===== src/rtl/bit_unpacker.sv =====
// Decoder-side bit reservoir: takes packed bytes MSB-first and serves 1..MAX_REQ bit requests,
// zero-padding past end-of-stream so the arithmetic decoder can flush.
module bit_unpacker #(
    parameter int unsigned MAX_REQ = 16,
    parameter int unsigned BUF_W   = 32
) (
    input  logic               clk,
    input  logic               rst,
    input  logic               clr,
    input  logic [7:0]         byte_in,
    input  logic               byte_valid,
    output logic               byte_ready,
    input  logic               stream_end,
    input  logic               req_valid,
    input  logic [4:0]         req_count,
    output logic               req_ready,
    output logic [MAX_REQ-1:0] bits_out,
    output logic               bits_valid,
    output logic [5:0]         fill_level,
    output logic               pad_active
);

    logic [BUF_W-1:0]   res_q, res_d;
    logic [5:0]         fill_q, fill_d;
    logic               eos_q, eos_d;
    logic               pad_q, pad_d;
    logic [MAX_REQ-1:0] bits_q, bits_d;
    logic               valid_q, valid_d;

    logic [5:0]         n;
    logic               req_fire;
    logic               byte_fire;
    logic [MAX_REQ-1:0] top;
    logic [BUF_W-1:0]   res_after;
    logic [5:0]         fill_after;

    always_comb begin
        n = (req_count > 5'(MAX_REQ)) ? 6'(MAX_REQ) : {1'b0, req_count};
    end

    // Gated with rst so both handshakes read 0 while reset is held.
    assign byte_ready = rst & ~eos_q & (fill_q <= 6'(BUF_W - 8));
    assign req_ready  = rst & (eos_q | (fill_q >= n));
    assign req_fire   = req_valid & req_ready;
    assign byte_fire  = byte_valid & byte_ready;

    // Bits below fill are always zero, so extraction past fill yields the padding for free.
    always_comb begin
        res_d      = res_q;
        fill_d     = fill_q;
        eos_d      = eos_q;
        pad_d      = pad_q;
        bits_d     = bits_q;
        valid_d    = 1'b0;
        top        = res_q[BUF_W-1 -: MAX_REQ];
        res_after  = res_q;
        fill_after = fill_q;

        if (req_fire) begin
            bits_d    = top >> (6'(MAX_REQ) - n);
            res_after = res_q << n;
            valid_d   = 1'b1;
            if (n > fill_q) begin
                fill_after = '0;
                pad_d      = 1'b1;
            end else begin
                fill_after = fill_q - n;
            end
        end

        // The byte lands after whatever survives this cycle's request.
        if (byte_fire) begin
            res_d  = res_after | ({byte_in, {(BUF_W - 8){1'b0}}} >> fill_after);
            fill_d = fill_after + 6'd8;
        end else begin
            res_d  = res_after;
            fill_d = fill_after;
        end

        if (stream_end) begin
            eos_d = 1'b1;
        end

        if (clr) begin
            res_d   = '0;
            fill_d  = '0;
            eos_d   = 1'b0;
            pad_d   = 1'b0;
            bits_d  = '0;
            valid_d = 1'b0;
        end
    end

    always_ff @(posedge clk or negedge rst) begin
        if (!rst) begin
            res_q   <= '0;
            fill_q  <= '0;
            eos_q   <= 1'b0;
            pad_q   <= 1'b0;
            bits_q  <= '0;
            valid_q <= 1'b0;
        end else begin
            res_q   <= res_d;
            fill_q  <= fill_d;
            eos_q   <= eos_d;
            pad_q   <= pad_d;
            bits_q  <= bits_d;
            valid_q <= valid_d;
        end
    end

    assign bits_out   = bits_q;
    assign bits_valid = valid_q;
    assign fill_level = fill_q;
    assign pad_active = pad_q;

endmodule


===== config.mk =====
export PLATFORM = sky130hd
export DESIGN_NAME = bit_unpacker
export DESIGN_NICKNAME = d
export VERILOG_FILES = /design/src/rtl/bit_unpacker.sv
export SDC_FILE = /design/constraint.sdc
export NUM_CORES = 1
export LEC_CHECK = 0
export CORE_MARGIN = 4
export CORE_UTILIZATION = 40
export CTS_BUF_LIST = sky130_fd_sc_hd__clkbuf_16
export DETAILED_ROUTE_END_ITERATION = 10
export GPL_TIMING_DRIVEN = 0
export PLACE_DENSITY = 0.68
export SLEW_MARGIN = 20
export SYNTH_ARGS = -nofsm -noshare
export SYNTH_HDL_FRONTEND = slang
export SYNTH_SLANG_ARGS = --single-unit

===== constraint.sdc =====
create_clock -name clk -period 7.9 [get_ports clk]
set_input_delay 1.185 -clock clk [delete_from_list [all_inputs] [get_ports clk]]
set_output_delay 1.185 -clock clk [all_outputs]
set_load 0.02 [all_outputs]

* Yosys cells after proc, flatten, opt, wreduce, memory -nomap -nowiden *
Cells that the tools add are included.

operators by class
  add/sub/neg operators = 3
  $lt $le $gt $ge = 4
  shifts and indexed selects = 3
  mux-type cells = 17
  bitwise logic cells = 8
  reduce and logical (&&, ||, !) cells = 4

operators by type and width
  operator             number
  $mux 32              3
  $mux 16              2
  $or 32x32->32        1
  $shl 32x5->32        1
  $shr 32x6->32        1
  $mux 6               4
  $shr 16x6->16        1
  $mux 1               7
  $add 6x4->6 const B  1
  $ge 6x5->1           1
  $gt 5x6->1           1
  $le 6x5->1 const B   1
  $reduce_bool 2->1    3
  $sub 5x5->6 const A  1
  $sub 6x5->6          1
  $and 1x1->1          5
  $gt 5x5->1 const B   1
  $mux 5               1
  $reduce_and 2->1     1
  $not 1->1            1
  $or 1x1->1           1

word-level totals
  register bits = 57
  input bits = 19
  output and inout port bits = 26
  logic and storage cells = 45

* Logic depth before layout (Yosys ltp) *
Gate-level depths: netlist of the first run.

  depth after elaboration = 11
  gate-level depth with buffers = 16

* Worst setup path after synthesis of the first run *
OpenSTA, ideal clock, no wires.

  path kind = input to register
  start point = input port req_count[0]
  end point = register res_q[6]
  data arrival time = 4.394 ns
  data required time = 7.774 ns
  path slack = 3.380 ns
  stages = 16
  path buffers = 5
  cells stage by stage = nor2b_1 > buf_2 > buf_4 > buf_2 > ha_1 > fa_1 > nor2b_1 > o31ai_4 > a31o_1 > buf_6 > a2bb2oi_4 > buf_6 > mux2i_1 > mux2i_1 > mux2_2 > a221o_1

between the ends
  cells in the longest elaborated chain, start to end = 11
  elaborated cells on any way between the ends = 16
  classes of those cells = add/sub (1); order compare (3); shift (2); mux (6); bitwise (4)

ends and longest elaborated chain
  element               line  RTL
  start, declared       15    input logic [4:0] req_count,
  $gt 5x5->1            38    n = (req_count > 5'(MAX_REQ)) ? 6'(MAX_REQ) : {1'b0, req_count};
  $mux 5 *              38
  $ge 6x5->1            43    assign req_ready = rst & (eos_q | (fill_q >= n));
  $or 1x1->1            43
  $and 1x1->1           43
  $and 1x1->1           44    assign req_fire = req_valid & req_ready;
  $mux 6                59    if (req_fire) begin
  $shr 32x6->32         73    res_d = res_after | ({byte_in, {(BUF_W - 8){1'b0}}} >> fill_after);
  $or 32x32->32         73
  $mux 32 *             72    if (byte_fire) begin
  $mux 32 *             84    if (clr) begin
  via res_d[6]          23    logic [BUF_W-1:0] res_q, res_d;
  end signal, assigned  103   res_q <= res_d;
  end, declared         23

The timed path passes the listed nets; every way through them passes the cells marked *.
A chain may end at the register's enable or synchronous reset.

* Worst setup path after layout of the first run *
  start point = input port req_count[4]
  end point = output port req_ready

between the ends
  cells in the longest elaborated chain, start to end = 5

ends and longest elaborated chain
  element        line  RTL
  $gt 5x5->1     38
  $mux 5 *       38
  $ge 6x5->1 *   43
  $or 1x1->1 *   43
  $and 1x1->1 *  43
  end, declared  16    output logic req_ready,

Every way passes the cells marked *; elsewhere a longest branch is shown, timed or not.

==> qor.yml, run 1 <==
outcome:
  status: "completed"
placement:
  place.port_buffers: 42
  gp_congestion: 1.00
  hpwlAfterDp_mm: 15.1
  dp_cells: 808
floorplanning:
  rows: 42
  fp.dieH_um: 125
  core-area_um2: 13300
  die_w_um: 125
  ioPinCount: 45
  start_util_pct: 41.0
  dieArea_um2: 15600
grt:
  grt_max_degree: 54
  antenna_found_initial: 0
  grt_pass1_vias: 5515
  grt_pass1_wl_mm: 31.8
  gr-total-overflow: 0
  track_usage_pct: 25.5
critical_path:
  cp_num_buf_inv: 6
  crit_cells: 11
  start_kind: "input pin"
  slowest_stage: "clkdlybuf4s50_1"
  cp.arrival_ps: 4490
  crit_chain: "clkdlybuf4s50_1 > buf_2 > nor2b_1 > buf_2 > buf_2 > buf_2 > fa_1 > nor2b_1 > o31ai_4 > a31oi_1 > clkdlybuf4s50_1"
  worstSetupPathType: "in2out"
  end_kind: "output port"
  cpPeakStageDelay_ps: 560
  cpMostUsedCell: "buf_2"
  reg2reg_depth: 12
  cp_max_fo: 10
  crit_family: "buffers and inverters"
  required_ps: 6710
synth:
  synth_edf_count: 0
  ys_async_sr_fraction_pct: 100
  avgSynthCellArea_um2: 9.26
  ys_ff_latch: 57
  synth_cells: 589
  synth_area_um2: 5460
  syn_nets: 616
  ys_warn_count: 0
  synthFlopType: "dfrtp_1"
  yosysSeqAreaShare_pct: 26.1
  synth.distinct_cells: 64
clock_network:
  htreeDepth: 3
  worst_skew_pair.late_latency_ps: 330
  cts_setup_buffers: 0
  numClockSinks: 57
  cts.path.max_buffers: 2
  cts_tree: "built"
  cts_buffers: 9
  cts_resized: 0
  clk_pin_slew_ps: 50
  holdBufCountCts: 0
  root_buffer: "clkbuf_16"
power_and_ir_drop:
  power_density_nw_per_um2: 162
  ir_drop_mv: 0.106
  p_leak_uw: 0.00260
route:
  num_vias: 5521
  ant_nets: 0
  drtIter0Drc: 832
  viasPerCell: 6.70
  drcViolationCount: 0
  dr.pass1.iters: 8
  wirelength_mm: 20.2
  post_drt_wl_per_cell_um: 24.5
final_layout:
  diodes: 0
  drive_above_1_share_pct: 11.7
  area_growth_pct: 18.0
  final_cells: 824
  nets: 670
sta:
  finalCriticalPeriod_ps: 5670
  finalMaxSlewViolations: 0
  final_hold_viol_count: 0
  setup_tns_ps: 0
  rsz0062_at_grt: "false"
  max_freq_ghz: 0.176
  fin_worst_skew_ps: 4.01
  slew_headroom_pct: 46.4
  finalSetupViolations: 0
  min_period_over_period_pct: 71.8
  worstMarginPinSlew_ps: 803
hold_path:
  min_path_type: "reg2reg"
  hold_path_depth: 2
job:
  maxCapViolations: 0
worst paths after layout:
path | slack, ps | end | from
max in group asynchronous | 6760 | res_q[5] | rst
min reg2reg | 480 | bits_out[8] | bits_out[8]
max | 2230 | req_ready | req_count[4]
max reg2reg | 4140 | res_q[18] | fill_level[0]
min | 480 | bits_out[8] | bits_out[8]
min in group asynchronous | 660 | bits_out[11] | rst
power by group:
group          internal (uW)  switching (uW)  total (uW)
logic                    120             186         306
registers                304            23.9         328
clock network            272             140         412
total                    697             349        1050
cell families (layout without fill, tap and decap cells):
logic type                 count (synthesis)  in the layout  synth area share, %
adders and majority gates                  8              8                 1.97
xor gates and xnor gates                   6              6                0.963
DFF                                       57             57                 26.1
buffers and inverters                     61            120                 4.95
muxes                                    127            127                 29.3
and+or+nand+nor                          147            147                 12.4
AOI/OAI and AO/OA                        183            183                 24.3
layer usage:
layer | wire (um) | vias to the layer above | GRT usage (%) | part of all wire, %
li1 | - | 2409 | - | -
met1 | 8260 | 2712 | 34.3 | 41
met3 | 1630 | 63 | 5.10 | 8.1
met5 | 0 | - | 0 | 0
met4 | 794 | 0 | 9.61 | 3.9
met2 | 9500 | 337 | 40.7 | 47
through the flow:
stage | cell area, um^2 | utilization (%) | hold WS (ps) | power, uW | setup slack [ps]
after global placement | 6100 | 45.9 | 468 | 624 | 1240
after floorplan | 5460 | - | 506 | 530 | 3380
after global routing | 6440 | 48.4 | 498 | 1080 | 2050
after CTS | 6440 | 48.4 | 486 | 1040 | 2240
final | 6440 | 48.4 | 476 | 1050 | 2230
after detailed placement | 6130 | 46.1 | 474 | 630 | 2160
registers in the layout, indices dropped and copies added (netlist names):
register / count
bits_valid: 1
pad_active: 1
bits_out: 16
res_q: 32
eos_q: 1
fill_level: 6
area by class of cell:
type | instances | area (um^2)
multi-input cells | 471 | 3770
flip-flops and latches | 57 | 1430
well taps | 176 | 220
clock buffers | 9 | 225
inverters | 12 | 45.0
plain buffers | 49 | 225
fillers | 1279 | 6860
clock inverters | 7 | 86.3
repair buffers | 43 | 445
cells in the final DEF, fill, tap and decap left out, types with 17 or more instances in the layout:
cell type and count:
mux2i_1 92, nor2_1 57, dfrtp_1 57, o21ai_0 41, clkdlybuf4s50_1 41, nand2_1 38, clkbuf_1 27, mux4_2 25
a21oi_1 20, a22o_1 20, a211oi_1 17
cells in the mapped netlist (3+ instances only):
library cell,count,area (um^2)
a211o_1,3,26.3
a211oi_1,17,128
a21o_1,4,30.0
a21oi_1,20,100
a221o_1,6,60.1
a221oi_1,8,70.1
a222oi_1,4,40.0
a22o_1,20,175
a22oi_1,6,45.0
a2bb2oi_1,3,26.3
a31oi_1,6,37.5
and2_1,4,25.0
buf_1,3,11.3
buf_2,15,75.1
clkbuf_1,27,101
clkinv_1,3,11.3
dfrtp_1,57,1430
ha_1,7,87.6
inv_1,9,33.8
mux2_2,9,101
mux2i_1,92,921
mux4_2,25,563
nand2_1,38,143
nand3_1,12,60.1
nor2_1,57,214
nor2b_1,7,43.8
nor3_1,6,30.0
nor4_1,8,50.1
o211ai_1,3,22.5
o21ai_0,41,205
o22ai_1,15,93.8
o2bb2ai_1,4,35.0
o31ai_1,3,22.5
xnor2_1,5,43.8
worst register-to-register path: stages, from the launching register on:
cell and delay [ps]:
dfrtp_1 460, inv_1 70, ha_1 230, fa_1 440
nor2b_1 270, o31ai_4 140, a31o_1 220, buf_6 150
a22oi_2 390, clkbuf_1 450, nor4_1 120, a211oi_1 470
o22ai_1 200
(Power assumes the default switching activity.)
==> run 2, diff against run 1 <==
PLACE_DENSITY = 0.7   (was 0.68)
clock period = 4.9 ns   (was 7.9 ns; I/O delays follow)
==> qor.yml, run 2 (synthesis results as in run 1) <==
clock_network:
  htreeDepth: 3  # unchanged
  worst_skew_pair.late_latency_ps: 340  # about the same
  clk_pin_slew_ps: 50  # about the same
  cts_buffers: 9  # unchanged
  root_buffer: "clkbuf_16"
  cts_tree: "built"
  numClockSinks: 57  # unchanged
  cts.path.max_buffers: 2  # unchanged
final_layout:
  mostFrequentLayoutCell: "mux2i_1"
  nets: 667  # -0.45%
  diodes: 0  # unchanged
  fin_util_pct: 48.4  # about the same
  fillers: 1246  # -2.6%
  area_growth_pct: 18.0  # about the same
  final_cells: 821  # -0.36%
  final_cell_mix: "mux2i_1, nor2_1, dfrtp_1, o21ai_0, clkdlybuf4s50_1"
  largest_register_ffs: 32  # unchanged
  drive_above_1_share_pct: 13.0  # +1.3 points
  top_register: "res_q"
sta:
  min_period_over_period_pct: 94.9
  final_hold_viol_count: 0  # unchanged
  rsz0062_at_grt: "false"
  finalMaxSlewViolations: 0  # unchanged
  finalCriticalPeriod_ps: 4650
  slew_headroom_pct: 49.3  # +2.9 points
  max_freq_ghz: 0.215
  final.setup.worst_slack_ps: 249  # -1980 ps
  worstMarginPinSlew_ps: 761  # -42.1 ps
  fin_worst_skew_ps: 7.28  # +3.27 ps
  setup_tns_ps: 0  # unchanged
  holdWs_ps: 465  # -10.5 ps
  finalSetupViolations: 0  # unchanged
route:
  ant_nets: 0  # unchanged
  viasPerCell: 6.72  # +0.24%
  wirelength_mm: 19.9  # -1.6%
  drcViolationCount: 0  # unchanged
  num_vias: 5514  # -0.13%
  drtIter0Drc: 661  # -21%
  post_drt_wl_per_cell_um: 24.2  # -1.2%
  dr.pass1.iters: 5  # -3
grt:
  track_usage_pct: 25.1  # -0.41 points
  antenna_found_initial: 0  # unchanged
  grt_pass1_wl_mm: 30.9  # -2.7%
  busiest_layer: "met2"
  gr-total-overflow: 0  # unchanged
  grtUsageMet2_pct: 39.2  # -1.5 points
  grt_util_met3_pct: 6.00  # +0.90 points
  grt_pass1_vias: 5370  # -2.6%
  use_met1_pct: 33.1  # -1.2 points
  grt_max_degree: 60  # +11%
critical_path:
  start_kind: "input pin"
  cp_max_fo: 10  # unchanged
  reg2reg_depth: 13  # +1
  required_ps: 5120  # -1590 ps
  rrSetupSlack_ps: 1350  # -2790 ps
  cp.arrival_ps: 4870  # +380 ps
  reg2reg_from: "fill_level[0]"
  end_kind: "register"
  r2r-end: "res_q[6]"
  worstSetupPathType: "in2reg"
power_and_ir_drop:
  ir_drop_mv: 0.182  # +71%
  power_density_nw_per_um2: 255  # +57%
  p_leak_uw: 0.00256  # -1.5%
placement:
  dp_cells: 807  # -0.12%
  gp_congestion: 1.02  # +2.0%
  hpwlAfterDp_mm: 14.9  # -1.6%
  place_ws_ps: -462  # -2620 ps
  place.port_buffers: 42  # unchanged
floorplanning:
  core-area_um2: 13300  # unchanged
  ioPinCount: 45  # unchanged
  fp.dieH_um: 125  # unchanged
  dieArea_um2: 15600  # unchanged
  die_w_um: 125  # unchanged
  rows: 42  # unchanged
  start_util_pct: 41.0  # unchanged
outcome:
  status: "completed"
job:
  maxCapViolations: 0  # unchanged
hold_path:
  min_path_type: "in2async"
run 2: changes by cell type in the layout (fill, tap and decap cells not counted), sizes merged:
cell	before	now
clkinvlp	2	3
clkbuf	36	39
buf	24	18
bufinv	2	1
run 2: timing repair:
item	4_1_cts	5_1_grt
endpoints found under the setup margin	7	47
hold buffers	0	0
resized for setup	4	13
buffers inserted	0	0
run 2: area by class of cell:
class                   count  area [um^2]  share of cell area (%)
multi-input cells         471         3810                    59.2
flip-flops and latches     57         1430                    22.2
clock inverters             7         62.6                   0.972
plain buffers              47          225                    3.50
inverters                  12         48.8                   0.758
clock buffers               9          225                    3.50
well taps                 176          220                    3.42
repair buffers             42          418                    6.49
run 2: worst max-delay path by stage:
| stage | start | endpoint | depth (start not counted) |
|---|---|---|---|
| CTS | req_count[4] | res_q[0] | 15 |
| finish | req_count[4] | res_q[6] | 15 |
| floorplan | req_count[0] | res_q[6] | 16 |
| global placement | rst | res_q[0] | 9 |
| detailed placement | req_count[4] | res_q[0] | 15 |
| global route | req_count[0] | res_q[6] | 15 |
run 2: worst max-delay path, stage by stage:
cell and delay, ps:
clkdlybuf4s50_1 420, buf_2 210, nor2b_1 120, buf_2 280, clkinvlp_4 310, ha_1 410, nor2b_2 200, o31ai_4 340
a21o_1 300, a2bb2oi_4 180, buf_6 180, mux2i_1 310, mux2i_1 190, mux2_2 350, a221o_1 320
run 2: power by group:
part	total (uW)	internal, uW	leakage (uW)	switching, uW
Combinational	496	196	0.00164	300
Clock	617	387	0.000140	230
Sequential	528	491	0.000787	37.3
Total	1640	1070	0.00256	568
run 2: per-layer routing:
layer | part of all wire, % | routed length, um
met1 | 40 | 7970
met2 | 46 | 9160
met3 | 9.5 | 1890
met4 | 4.2 | 834
met5 | 0 | 0
run 2: stage by stage:
stage | power [uW] | area, um^2
floorplan | 854 | 5460
global placement | 1000 | 6100
detailed placement | 1010 | 6090
CTS | 1630 | 6400
global route | 1700 | 6440
finish | 1640 | 6440
==> run 3, diff against run 2 <==
CORE_MARGIN = 1   (was 4)
RECOVER_POWER = 50   (was default)
==> qor.yml, run 3 (synthesis results as in run 1) <==
power_and_ir_drop:
  ir_drop_mv: 0.170  # -6.9%
  power_uw: 1700  # +3.7%
  p_leak_uw: 0.00262  # +2.4%
  power_density_nw_per_um2: 262  # +2.9%
floorplanning:
  core-area_um2: 13300  # unchanged
  fp.dieH_um: 119  # -4.8%
  rows: 42  # unchanged
  die_w_um: 119  # -4.8%
  dieArea_um2: 14100  # -9.4%
  start_util_pct: 41.0  # unchanged
  ioPinCount: 45  # unchanged
critical_path:
  end_kind: "register"
  worstSetupPathType: "in2reg"
  cpPeakStageDelay_ps: 480  # +60 ps
  crit_chain: "clkdlybuf4s50_1 > clkbuf_4 > nor2b_1 > clkbuf_4 > clkbuf_4 > clkbuf_4 > fa_1 > nor2b_1 > o31ai_4 > a31o_1 > buf_6 > a2bb2oi_4 > buf_6 > mux2i_1 > mux2i_1 > mux2_2 > a221o_1"
  required_ps: 5120  # about the same
  crit_start: "req_count[4]"
  cp_max_fo: 10  # unchanged
  reg2reg_from: "fill_level[0]"
  cp.arrival_ps: 5020  # +150 ps
  rrSetupSlack_ps: 1300  # -50 ps
  slowest_stage: "clkdlybuf4s50_1"
  crit_family: "buffers and inverters"
  r2r-end: "res_q[6]"
  start_kind: "input pin"
  reg2reg_depth: 13  # unchanged
  cpMostUsedCell: "clkbuf_4"
  cp_num_buf_inv: 7  # +2
sta:
  worstMarginPinSlew_ps: 762  # +1.43 ps
  final_hold_viol_count: 0  # unchanged
  max_freq_ghz: 0.208  # -3.0%
  fin_worst_skew_ps: 9.03  # +1.75 ps
  rsz0062_at_grt: "true"
  slew_headroom_pct: 49.2  # -0.096 points
  finalSetupViolations: 0  # unchanged
  finalCriticalPeriod_ps: 4800  # +146 ps
  finalMaxSlewViolations: 0  # unchanged
  min_period_over_period_pct: 97.9  # +3.0 points
route:
  dr.pass1.iters: 5  # unchanged
  drcViolationCount: 0  # unchanged
  drtIter0Drc: 765  # +16%
  post_drt_wl_per_cell_um: 24.2  # about the same
  viasPerCell: 6.78  # +0.97%
  wirelength_mm: 19.9  # +0.22%
  num_vias: 5581  # +1.2%
  ant_nets: 0  # unchanged
grt:
  track_usage_pct: 28.5  # +3.4 points
  grt_pass1_wl_mm: 30.6  # -0.96%
  grt_pass1_vias: 5400  # +0.56%
  gr-total-overflow: 0  # unchanged
  antenna_found_initial: 0  # unchanged
  grt_max_degree: 60  # unchanged
clock_network:
  cts.path.max_buffers: 2  # unchanged
  htreeDepth: 3  # unchanged
  clk_pin_slew_ps: 60  # about the same
  root_buffer: "clkbuf_16"
  cts_tree: "built"
  worst_skew_pair.late_latency_ps: 340  # about the same
  cts_buffers: 9  # unchanged
  holdBufCountCts: 0  # unchanged
  numClockSinks: 57  # unchanged
final_layout:
  mostFrequentLayoutCell: "mux2i_1"
  final_cell_mix: "mux2i_1, nor2_1, dfrtp_1, o21ai_0, nand2_1"
  drive_above_1_share_pct: 13.8  # +0.73 points
  fillers: 1200  # -3.7%
  diodes: 0  # unchanged
  area_growth_pct: 18.9
  top_register: "res_q"
  largest_register_ffs: 32  # unchanged
  nets: 669  # +0.30%
  fin_area_um2: 6490  # +0.80%
placement:
  place.port_buffers: 42  # unchanged
  place_area_um2: 6090  # unchanged
  gp_congestion: 1.01  # -1.1%
  hpwlAfterDp_mm: 14.5  # -2.1%
job:
  maxCapViolations: 0  # unchanged
outcome:
  status: "completed"
hold_path:
  min_path_type: "in2async"
## run 3: cell count changes in the layout (fill, tap and decap cells not counted), sizes merged
cell           change
clkdlybuf4s50     -11
dlygate4sd3       +11
clkinvlp           -2
buf                +1
bufinv             +1
clkbuf             +1
clkinv             +1
## run 3: final cells by class
class	instances	area [um^2]	area share (%)
well taps	176	220	3.39
clock buffers	9	225	3.47
plain buffers	48	236	3.64
inverters	12	48.8	0.752
multi-input cells	471	3820	58.9
clock inverters	7	85.1	1.31
repair buffers	43	425	6.56
flip-flops and latches	57	1430	22.0
## run 3: report_power, final
group	switching (uW)	leakage, uW	internal, uW
combinational	309	0.00168	199
sequential	36.2	0.000787	491
clock	228	0.000152	439
total	574	0.00262	1130
## run 3: worst max-delay path by stage
stage	to	slack [ps]	cells after the start
finish	res_q[6]	100	17
global route	res_q[10]	-30	17
CTS	bits_out[13]	3	15
detailed placement	res_q[8]	-530	16
global placement	res_q[8]	-1100	10
floorplan	res_q[6]	830	16
## run 3: worst reg2reg max path, delay by kind of cell, from the launching register on
family	cells	cell delay, ps
simple gates	1	270
mux	3	840
buf+inv	3	400
compound gates	4	860
fa+ha+maj	2	660
flops	1	460
## run 3: metrics by stage
stage          hold slack, ps  setup slack [ps]  utilization, %  std cells  setup TNS (ps)
2_1_floorplan             439               830               -        589               0
3_3_place_gp              470             -1100            45.9        807          -40000
3_5_place_dp              476              -529            45.8        807          -11920
4_1_cts                   487              3.39            48.3        823               0
5_1_grt                   520             -28.2            48.8        823           -47.9
6_report                  464               103            48.8        823               0
## run 3: timing repair
item | 4_1_cts | 5_1_grt
cloned | 0 | 0
endpoints found under the hold margin | 0 | 0
resized for setup | 5 | 20
pin swaps | 0 | 1
setup endpoints to repair | 7 | 44
setup buffers | 0 | 1
## run 3: metal layers
layer  track usage [%]  wire length [um]  vias up
met5                 0                 0        -
met2              43.3              9010      371
met4              14.0               752        0
met1              38.1              8190     2742
met3              6.42              1940       64
li1                  -                 -     2404
